$ cat config.mk
export PLATFORM = sky130hd
export DESIGN_NAME = hazard_detection_unit_param
export DESIGN_NICKNAME = d
export VERILOG_FILES = /design/src/rtl/hazard_detection_unit_param.sv
export SDC_FILE = /design/constraint.sdc
export NUM_CORES = 1
export LEC_CHECK = 0
export ABC_AREA = 0
export CELL_PAD_IN_SITES_DETAIL_PLACEMENT = 0
export CELL_PAD_IN_SITES_GLOBAL_PLACEMENT = 1
export CORE_ASPECT_RATIO = 0.8
export CORE_UTILIZATION = 33
export CTS_CLUSTER_SIZE = 10
export DETAILED_ROUTE_END_ITERATION = 8
export PLACE_DENSITY_LB_ADDON = 0.1
export SYNTH_ARGS = -nofsm -noshare
export SYNTH_HDL_FRONTEND = slang
export SYNTH_SLANG_ARGS = --single-unit
$ cat constraint.sdc
create_clock -name Clock -period 2.5 [get_ports Clock]
set_clock_uncertainty 0.05 [all_clocks]
set_input_delay 0.5 -clock Clock [delete_from_list [all_inputs] [get_ports Clock]]
set_output_delay 0.5 -clock Clock [all_outputs]
set_load 0.05 [all_outputs]
$ cat src/rtl/hazard_detection_unit_param.sv
// Hazard detection unit for the ID stage of a 5-stage MIPS pipeline.
// Raises a stall for load-use hazards, for branch operand hazards when
// branches resolve in ID, and for HI/LO or MDU accesses while the
// multi-cycle multiply/divide unit is still busy. On a stall the PC and
// IF/ID are frozen and a bubble is pushed into ID/EX. A saturating
// counter records how many cycles were lost to stalls.
module hazard_detection_unit_param #(
    parameter int REG_ADDR_W   = 5,
    parameter int BRANCH_IN_ID = 1,
    parameter int MDU_LATENCY  = 32,
    parameter int CNT_W        = 16
) (
    input  logic                  Clock,
    input  logic                  Reset,
    input  logic [REG_ADDR_W-1:0] ID_Rs,
    input  logic [REG_ADDR_W-1:0] ID_Rt,
    input  logic                  ID_UsesRs,
    input  logic                  ID_UsesRt,
    input  logic                  ID_IsBranch,
    input  logic                  ID_IsMDU,
    input  logic                  ID_ReadsHiLo,
    input  logic                  EX_MemRead,
    input  logic                  EX_RegWrite,
    input  logic [REG_ADDR_W-1:0] EX_WriteReg,
    input  logic                  MEM_MemRead,
    input  logic [REG_ADDR_W-1:0] MEM_WriteReg,
    output logic                  PC_WriteEnable,
    output logic                  IFID_WriteEnable,
    output logic                  WriteEnableMuxControl,
    output logic                  MDU_Busy,
    output logic [CNT_W-1:0]      StallCount
);

    // Down-counter width for the MDU; at least one bit so a latency of 1 still works.
    localparam int MDU_CNT_W = (MDU_LATENCY > 1) ? $clog2(MDU_LATENCY) : 1;

    // Source operands of the ID instruction, indexed 0 = rs, 1 = rt.
    logic [1:0][REG_ADDR_W-1:0] src_reg;
    logic [1:0]                 src_used;
    logic [1:0]                 ex_hit;
    logic [1:0]                 mem_hit;

    logic match_ex;
    logic match_mem;
    logic load_use;
    logic br_haz;
    logic mdu_haz;
    logic mdu_busy;
    logic stall;

    logic [CNT_W-1:0] stall_cnt_reg;
    logic [CNT_W-1:0] stall_cnt_next;

    assign src_reg[0]  = ID_Rs;
    assign src_reg[1]  = ID_Rt;
    assign src_used[0] = ID_UsesRs;
    assign src_used[1] = ID_UsesRt;

    // Per-operand comparison against the EX and MEM destinations. A source of
    // $0 never matches, which also covers a destination of $0.
    genvar gi;
    generate
        for (gi = 0; gi < 2; gi++) begin : g_src
            assign ex_hit[gi]  = src_used[gi] && (src_reg[gi] != '0) &&
                                 (src_reg[gi] == EX_WriteReg);
            assign mem_hit[gi] = src_used[gi] && (src_reg[gi] != '0) &&
                                 (src_reg[gi] == MEM_WriteReg);
        end
    endgenerate

    assign match_ex  = |ex_hit;
    assign match_mem = |mem_hit;

    // A load in EX cannot forward its data to ID's consumer in time.
    assign load_use = EX_MemRead && match_ex;

    // Branches compared in ID also need any EX result and a MEM load result.
    generate
        if (BRANCH_IN_ID != 0) begin : g_br
            assign br_haz = ID_IsBranch &&
                            ((EX_RegWrite && match_ex) || (MEM_MemRead && match_mem));
        end else begin : g_no_br
            assign br_haz = 1'b0;
        end
    endgenerate

    // HI/LO readers and new MDU ops wait until the current MDU op is done.
    assign mdu_haz = mdu_busy && (ID_ReadsHiLo || ID_IsMDU);

    assign stall = load_use || br_haz || mdu_haz;

    // While reset is held the pipeline must be free to run, whatever the inputs.
    assign PC_WriteEnable        = !stall || !Reset;
    assign IFID_WriteEnable      = !stall || !Reset;
    assign WriteEnableMuxControl = !stall || !Reset;
    assign MDU_Busy              = mdu_busy;

    generate
        if (MDU_LATENCY > 0) begin : g_mdu
            localparam logic [0:0] ST_IDLE = 1'b0;
            localparam logic [0:0] ST_BUSY = 1'b1;
            localparam logic [MDU_CNT_W-1:0] CNT_LOAD = MDU_CNT_W'(MDU_LATENCY - 1);

            logic [0:0]           state_reg;
            logic [0:0]           state_next;
            logic [MDU_CNT_W-1:0] cnt_reg;
            logic [MDU_CNT_W-1:0] cnt_next;

            // Accept an MDU op only when the ID instruction actually advances;
            // count down the remaining busy cycles, then return to idle.
            always_comb begin
                state_next = state_reg;
                cnt_next   = cnt_reg;
                case (state_reg)
                    ST_IDLE: begin
                        if (ID_IsMDU && !stall) begin
                            state_next = ST_BUSY;
                            cnt_next   = CNT_LOAD;
                        end
                    end
                    ST_BUSY: begin
                        if (cnt_reg != '0) begin
                            cnt_next = cnt_reg - MDU_CNT_W'(1);
                        end else begin
                            state_next = ST_IDLE;
                        end
                    end
                    default: begin
                        state_next = ST_IDLE;
                        cnt_next   = '0;
                    end
                endcase
            end

            // MDU tracking state; reset abandons any operation in flight.
            always_ff @(posedge Clock or negedge Reset) begin
                if (!Reset) begin
                    state_reg <= ST_IDLE;
                    cnt_reg   <= '0;
                end else begin
                    state_reg <= state_next;
                    cnt_reg   <= cnt_next;
                end
            end

            assign mdu_busy = (state_reg == ST_BUSY);
        end else begin : g_no_mdu
            assign mdu_busy = 1'b0;
        end
    endgenerate

    // Saturating increment: sticks at all-ones rather than wrapping.
    always_comb begin
        stall_cnt_next = stall_cnt_reg;
        if (stall && (stall_cnt_reg != '1)) begin
            stall_cnt_next = stall_cnt_reg + CNT_W'(1);
        end
    end

    // Stall-cycle performance counter.
    always_ff @(posedge Clock or negedge Reset) begin
        if (!Reset) begin
            stall_cnt_reg <= '0;
        end else begin
            stall_cnt_reg <= stall_cnt_next;
        end
    end

    assign StallCount = stall_cnt_reg;

endmodule

==> results of run 1 <==
[critical path, cell delays in order]
cell and delay (ns):
buf_2 0.11, or4_4 0.52, o21ai_4 0.15, nor4_2 0.07, o211ai_2 0.20, nand3_2 0.14
nand2_4 0.14, buf_12 0.14
[report_power, final]
group,total [mW],internal [mW],switching (mW)
clock,0.330,0.214,0.116
sequential,0.577,0.459,0.119
combinational,0.892,0.399,0.493
[per-stage QoR]
stage	instance area (sq um)	total power [mW]
final	2200	1.80
after global routing	2200	1.90
after CTS	2190	1.81
after detailed placement	2080	1.46
after global placement	2080	1.44
after floorplan	1400	1.14
[path summary, 6_finish.rpt]
path                          startpoint             end  cells past startpoint
setup / recovery                ID_Rs[2]  PC_WriteEnable                      8
hold / removal             StallCount[8]   StallCount[8]                      1
setup reg to reg           StallCount[0]   StallCount[1]                      8
hold reg to reg            StallCount[8]   StallCount[8]                      1
max in group asynchronous          Reset   StallCount[2]                      2
min in group asynchronous          Reset  StallCount[11]                      2
[cell families (layout without fill, tap and decap cells)]
group / Yosys count / count (layout)
fa+ha+maj: 3 / 3
flops: 22 / 22
simple gates: 49 / 49
compound gates: 11 / 11
xor+xnor: 37 / 37
mux: 2 / 2
buf+inv: 8 / 82
[cell type report]
cell class	instances	area (sq um)	area share [%]
Multi-Input combinational cell	102	836	38.0
Sequential cell	22	551	25.0
Clock buffer	3	41.3	1.88
Inverter	5	18.8	0.852
Tap cell	55	68.8	3.13
Timing Repair Buffer	73	657	29.8
Clock inverter	1	30.0	1.36
[cells in the final DEF (no fill, tap or decap), types with 5 or more instances in the layout]
cell             instances
buf_2                    6
xor2_1                   9
xnor2_1                 28
nand4_1                  8
nand2_1                  6
nand3_2                  7
inv_1                    5
dfrtp_1                 22
dlygate4sd2_1           13
nor2_1                   5
clkdlybuf4s50_1         25
buf_4                   24
and3_1                   6
nand3_1                  5
[layer usage]
| layer | routed length [um] | vias up |
|---|---|---|
| met5 | 0 | - |
| met4 | 18 | 0 |
| met3 | 201 | 2 |
| met2 | 1640 | 33 |
| met1 | 1870 | 595 |
| li1 | - | 605 |
[timing repair]
action | in CTS | in global routing
buffers inserted | 6 | 0
pin swaps | 15 | 10
setup endpoints to repair | 13 | 9
resized for setup | 53 | 3
==> flow_summary.toml, run 1 <==
[floorplanning]
die_height_um = 59.7
die_x_um = 74.1
pin_count = 50
initial_core_util_pct = 35.4
core_area_sq_um = 3880
row_count = 20
die_area_sq_um = 4430

[routing]
drc_errors = 0
drtIter0Drc = 31
wl_um = 3730
wl_per_cell_um = 14.3
ant_nets = 0
vias = 1235
dr.pass1.iters = 4
vias_per_cell = 4.73

[clock_tree]
htree_num_levels = 1
clockRootBuffer = "clkbuf_8"
clockBufferDepth = 2
clock_latency_ns = 0.26
numCtsBuffers = 3
cts_hold_buf = 0
numClockSinks = 22
cts.clk_slew.worst_paths_ns = 0.08
cts_tree = "built"

[logic_synthesis]
synth_compound_area_share_pct = 7.19
ys_seq_elements = 22
netlist_area_sq_um = 1370
yosys.area.top_type = "dfrtp_1"
synth_mux_area_share_pct = 1.64
synth_edf_count = 0
synth_top_family_by_area = "XOR/XNOR gates"
synth.distinct_cells = 30
synth_simple_gate_area_share_pct = 21.5
synth_area_per_cell_sq_um = 10.4
synth-xor-area-share_pct = 23.6
yosys.area_share.adder_pct = 2.73
synth_commonest_cells = "xnor2_1 (28), dfrtp_1 (22), xor2_1 (9), nand4_1 (8), nand2_1 (7)"
synthMostInstantiatedCell = "xnor2_1"
syn_nets = 165
ys_warn_count = 0
ys.flop_type = "dfrtp_1"
ys_seq_area_share_pct = 40.1
synthArstFlopShare_pct = 100
yosysTopAreaCellShare_pct = 40.1
postSynthCellCount = 132
synthTopCellsByArea = "dfrtp_1 (40%), xnor2_1 (18%), xor2_1 (5.7%), nand3_2 (4.4%), nand4_1 (3.6%)"

[grt]
grt_pass1_vias = 1229
grt-ovfl-total = 0
grt_use_met3_pct = 3.88
met2_usage_pct = 29.4
grtUsageMet1_pct = 24.1
grt_max_degree = 23
top_usage_layer = "met2"
antenna_found_initial = 0
grt_usage_pct = 17.8
grt_pass1_wl_um = 5820

[worst_setup_path]
start_kind = "input port"
crit_fanout = 3
setup.worst_path.end_class = "output pin"
cp_data_arrival_time_ns = 1.98
worstSetupPathType = "input port to output pin"
critPathRequiredTime_ns = 1.95
rrSetupSlack_ns = 0.34

[place]
hpwl_um = 2710
dp.cells = 251
port_buffers = 49
gp_congestion = 0.818
place_ws_ns = -0.430

[sta]
maxSlewViolCount = 0
setup_viol = 3
fin_ws_ns = -0.0301
period_needed_ns = 2.53
hold_viol = 0
whs_ns = 0.444
max_slew_margin_pct = 66.7
finalCritPeriodShare_pct = 101
fin_setup_tns_ns = -0.0868
rsz0062_at_grt = "true"
tightest_slew_ns = 0.499
fmax_mhz = 395

[layout]
layout-drive-gt1-share_pct = 29.6
final_cells = 261
nNetsFinal = 240
diodes = 0
postLayoutCoreUtil_pct = 56.8
largest_reg_flops = 16
area_delta_synth_final_pct = 60.3
nFillCells = 358

[job]
cap_violations = 0

[power_and_ir_drop]
power_leakage_nw = 0.944
power_density_nw_per_um2 = 817
ir_drop_v = 0.000802

[hold_path]
min_path_type = "flip-flop to flip-flop"

[status]
violations = "negative setup slack"
status = "finished with violations"
(Power assumes the default switching activity.)
==> run 2: changes to the inputs <==
PLACE_DENSITY = 0.8   (was not set)
PLACE_DENSITY_LB_ADDON = not set   (was 0.1)
==> flow_summary.toml, run 2 (synthesis gave the netlist of run 1 again) <==
[hold_path]
worstHoldPathCells = 1
min_path_type = "flip-flop to flip-flop"

[clock_tree]
clockRootBuffer = "clkbuf_8"
clock_latency_ns = 0.25
clockBufferDepth = 2
cts.clk_slew.worst_paths_ns = 0.07
numCtsBuffers = 3
htree_num_levels = 1
cts_tree = "built"
numClockSinks = 22

[power_and_ir_drop]
power_density_nw_per_um2 = 810
ir_drop_v = 0.000690
finalPower_mw = 1.80
power_leakage_nw = 0.962

[sta]
period_needed_ns = 2.50
fin_ws_ns = -0.00499
tightest_slew_ns = 0.507
fin_setup_tns_ns = -0.00937
hold_viol = 0
whs_ns = 0.443
finalCritPeriodShare_pct = 100
max_slew_margin_pct = 66.1
fmax_mhz = 399
maxSlewViolCount = 0
setup_viol = 3
rsz0062_at_grt = "true"

[grt]
top_usage_layer = "met2"
grt_pass1_wl_um = 5840
met2_usage_pct = 28.1
grtUsageMet1_pct = 24.4
grt_usage_pct = 17.3
grt-ovfl-total = 0
antenna_found_initial = 0
grt_pass1_vias = 1237
grt_use_met3_pct = 3.54
grt_max_degree = 23

[layout]
diodes = 0
layout-drive-gt1-share_pct = 30.0
layout_common_cells = "xnor2_1 (27), clkdlybuf4s50_1 (25), buf_4 (24), dfrtp_1 (22), dlygate4sd2_1 (12)"
layout_commonest_cell = "xnor2_1"
nFillCells = 334
nNetsFinal = 241
largest_reg_flops = 16
area_delta_synth_final_pct = 62.0

[place]
port_buffers = 49
hpwl_um = 2840
gp_congestion = 0.861

[worst_setup_path]
r2r_cells = 9
crit_family = "simple AND/OR/NAND/NOR gates"
path_buf_inv = 2
max_stage_delay_ns = 0.54
critPathRequiredTime_ns = 1.95
crit_chain = "buf_6, or4_4, o21ai_4, nor4_2, o211ai_2, nand3_2, nand2_4, buf_12"
slowest_stage = "or4_4"
start_kind = "input port"
setup.worst_path.end_class = "output pin"
cp_data_arrival_time_ns = 1.95
crit_fanout = 3
worstSetupPathType = "input port to output pin"
path_depth = 8

[routing]
ant_nets = 0
vias_per_cell = 4.66
wl_um = 3640
dr.pass1.iters = 4
vias = 1221
wl_per_cell_um = 13.9
drtIter0Drc = 24
drc_errors = 0

[floorplanning]
die_area_sq_um = 4430
die_x_um = 74.1
core_area_sq_um = 3880
row_count = 20
die_height_um = 59.7
initial_core_util_pct = 35.4
pin_count = 50

[job]
cap_violations = 0

[status]
violations = "negative setup slack"
status = "finished with violations"
run 2: cell count changes in the layout (fill, tap and decap cells not counted), sizes merged:
cell / delta
a31oi: +1
clkbuf: +1
dlymetal6s2s: +1
buf: -1
dlygate4sd2: -1
run 2: power by group:
group          internal (mW)  leakage (nW)  total, mW  switching (mW)
Sequential             0.459         0.276      0.573           0.114
Combinational          0.406         0.650      0.911           0.505
Clock                  0.213        0.0357      0.320           0.107
Total                   1.08         0.962       1.80           0.726
run 2: metal layers:
metal | vias to the layer above | wire length [um]
met3 | 2 | 108
met4 | 0 | 19
met1 | 588 | 1750
met2 | 18 | 1760
li1 | 613 | -
met5 | - | 0
run 2: cell type report:
cell class	count	area, sq um	share of cell area [%]
clock buffers	3	41.3	1.85
flip-flops and latches	22	551	24.7
well taps	55	68.8	3.09
multi-input cells	103	850	38.2
inverters	5	18.8	0.843
clock inverters	1	30.0	1.35
repair buffers	73	667	30.0
run 2: stage by stage:
step                      worst slack, ns  cell area, sq um  util [%]  std cells
after global placement             -0.370              2110      54.4        255
after floorplan                   -0.0791              1400         -        132
after detailed placement           -0.409              2110      54.4        255
after CTS                         -0.0135              2200      56.7        260
final                            -0.00499              2230      57.4        262
after global routing              -0.0688              2230      57.4        262
run 2: worst reg2reg max path, cell delays in order (launching register included):
cell and delay (ns):
dfrtp_1 0.44, ha_1 0.27, nand2_1 0.08, nor2_1 0.06, and3_1 0.25, and3_1 0.24
a31oi_2 0.35, buf_4 0.19, nand3_2 0.07, xnor2_1 0.13
run 2: worst paths after layout:
| path | startpoint | endpoint | slack, ns |
|---|---|---|---|
| worst max-delay path | ID_Rs[4] | IFID_WriteEnable | -0.005 |
| worst min-delay path | StallCount[8] | StallCount[8] | 0.44 |
| worst max register to register | StallCount[0] | StallCount[9] | 0.26 |
| worst min register to register | StallCount[8] | StallCount[8] | 0.44 |
| max in group asynchronous | Reset | StallCount[13] | 1.50 |
| min in group asynchronous | Reset | StallCount[5] | 0.68 |
run 2: repair_timing:
action	4_1_cts	5_1_grt
hold buffers	0	0
pin swaps	15	6
cloned	0	1
setup endpoints to repair	18	13
resized for setup	53	3
setup buffers	1	1
endpoints found under the hold margin	0	0
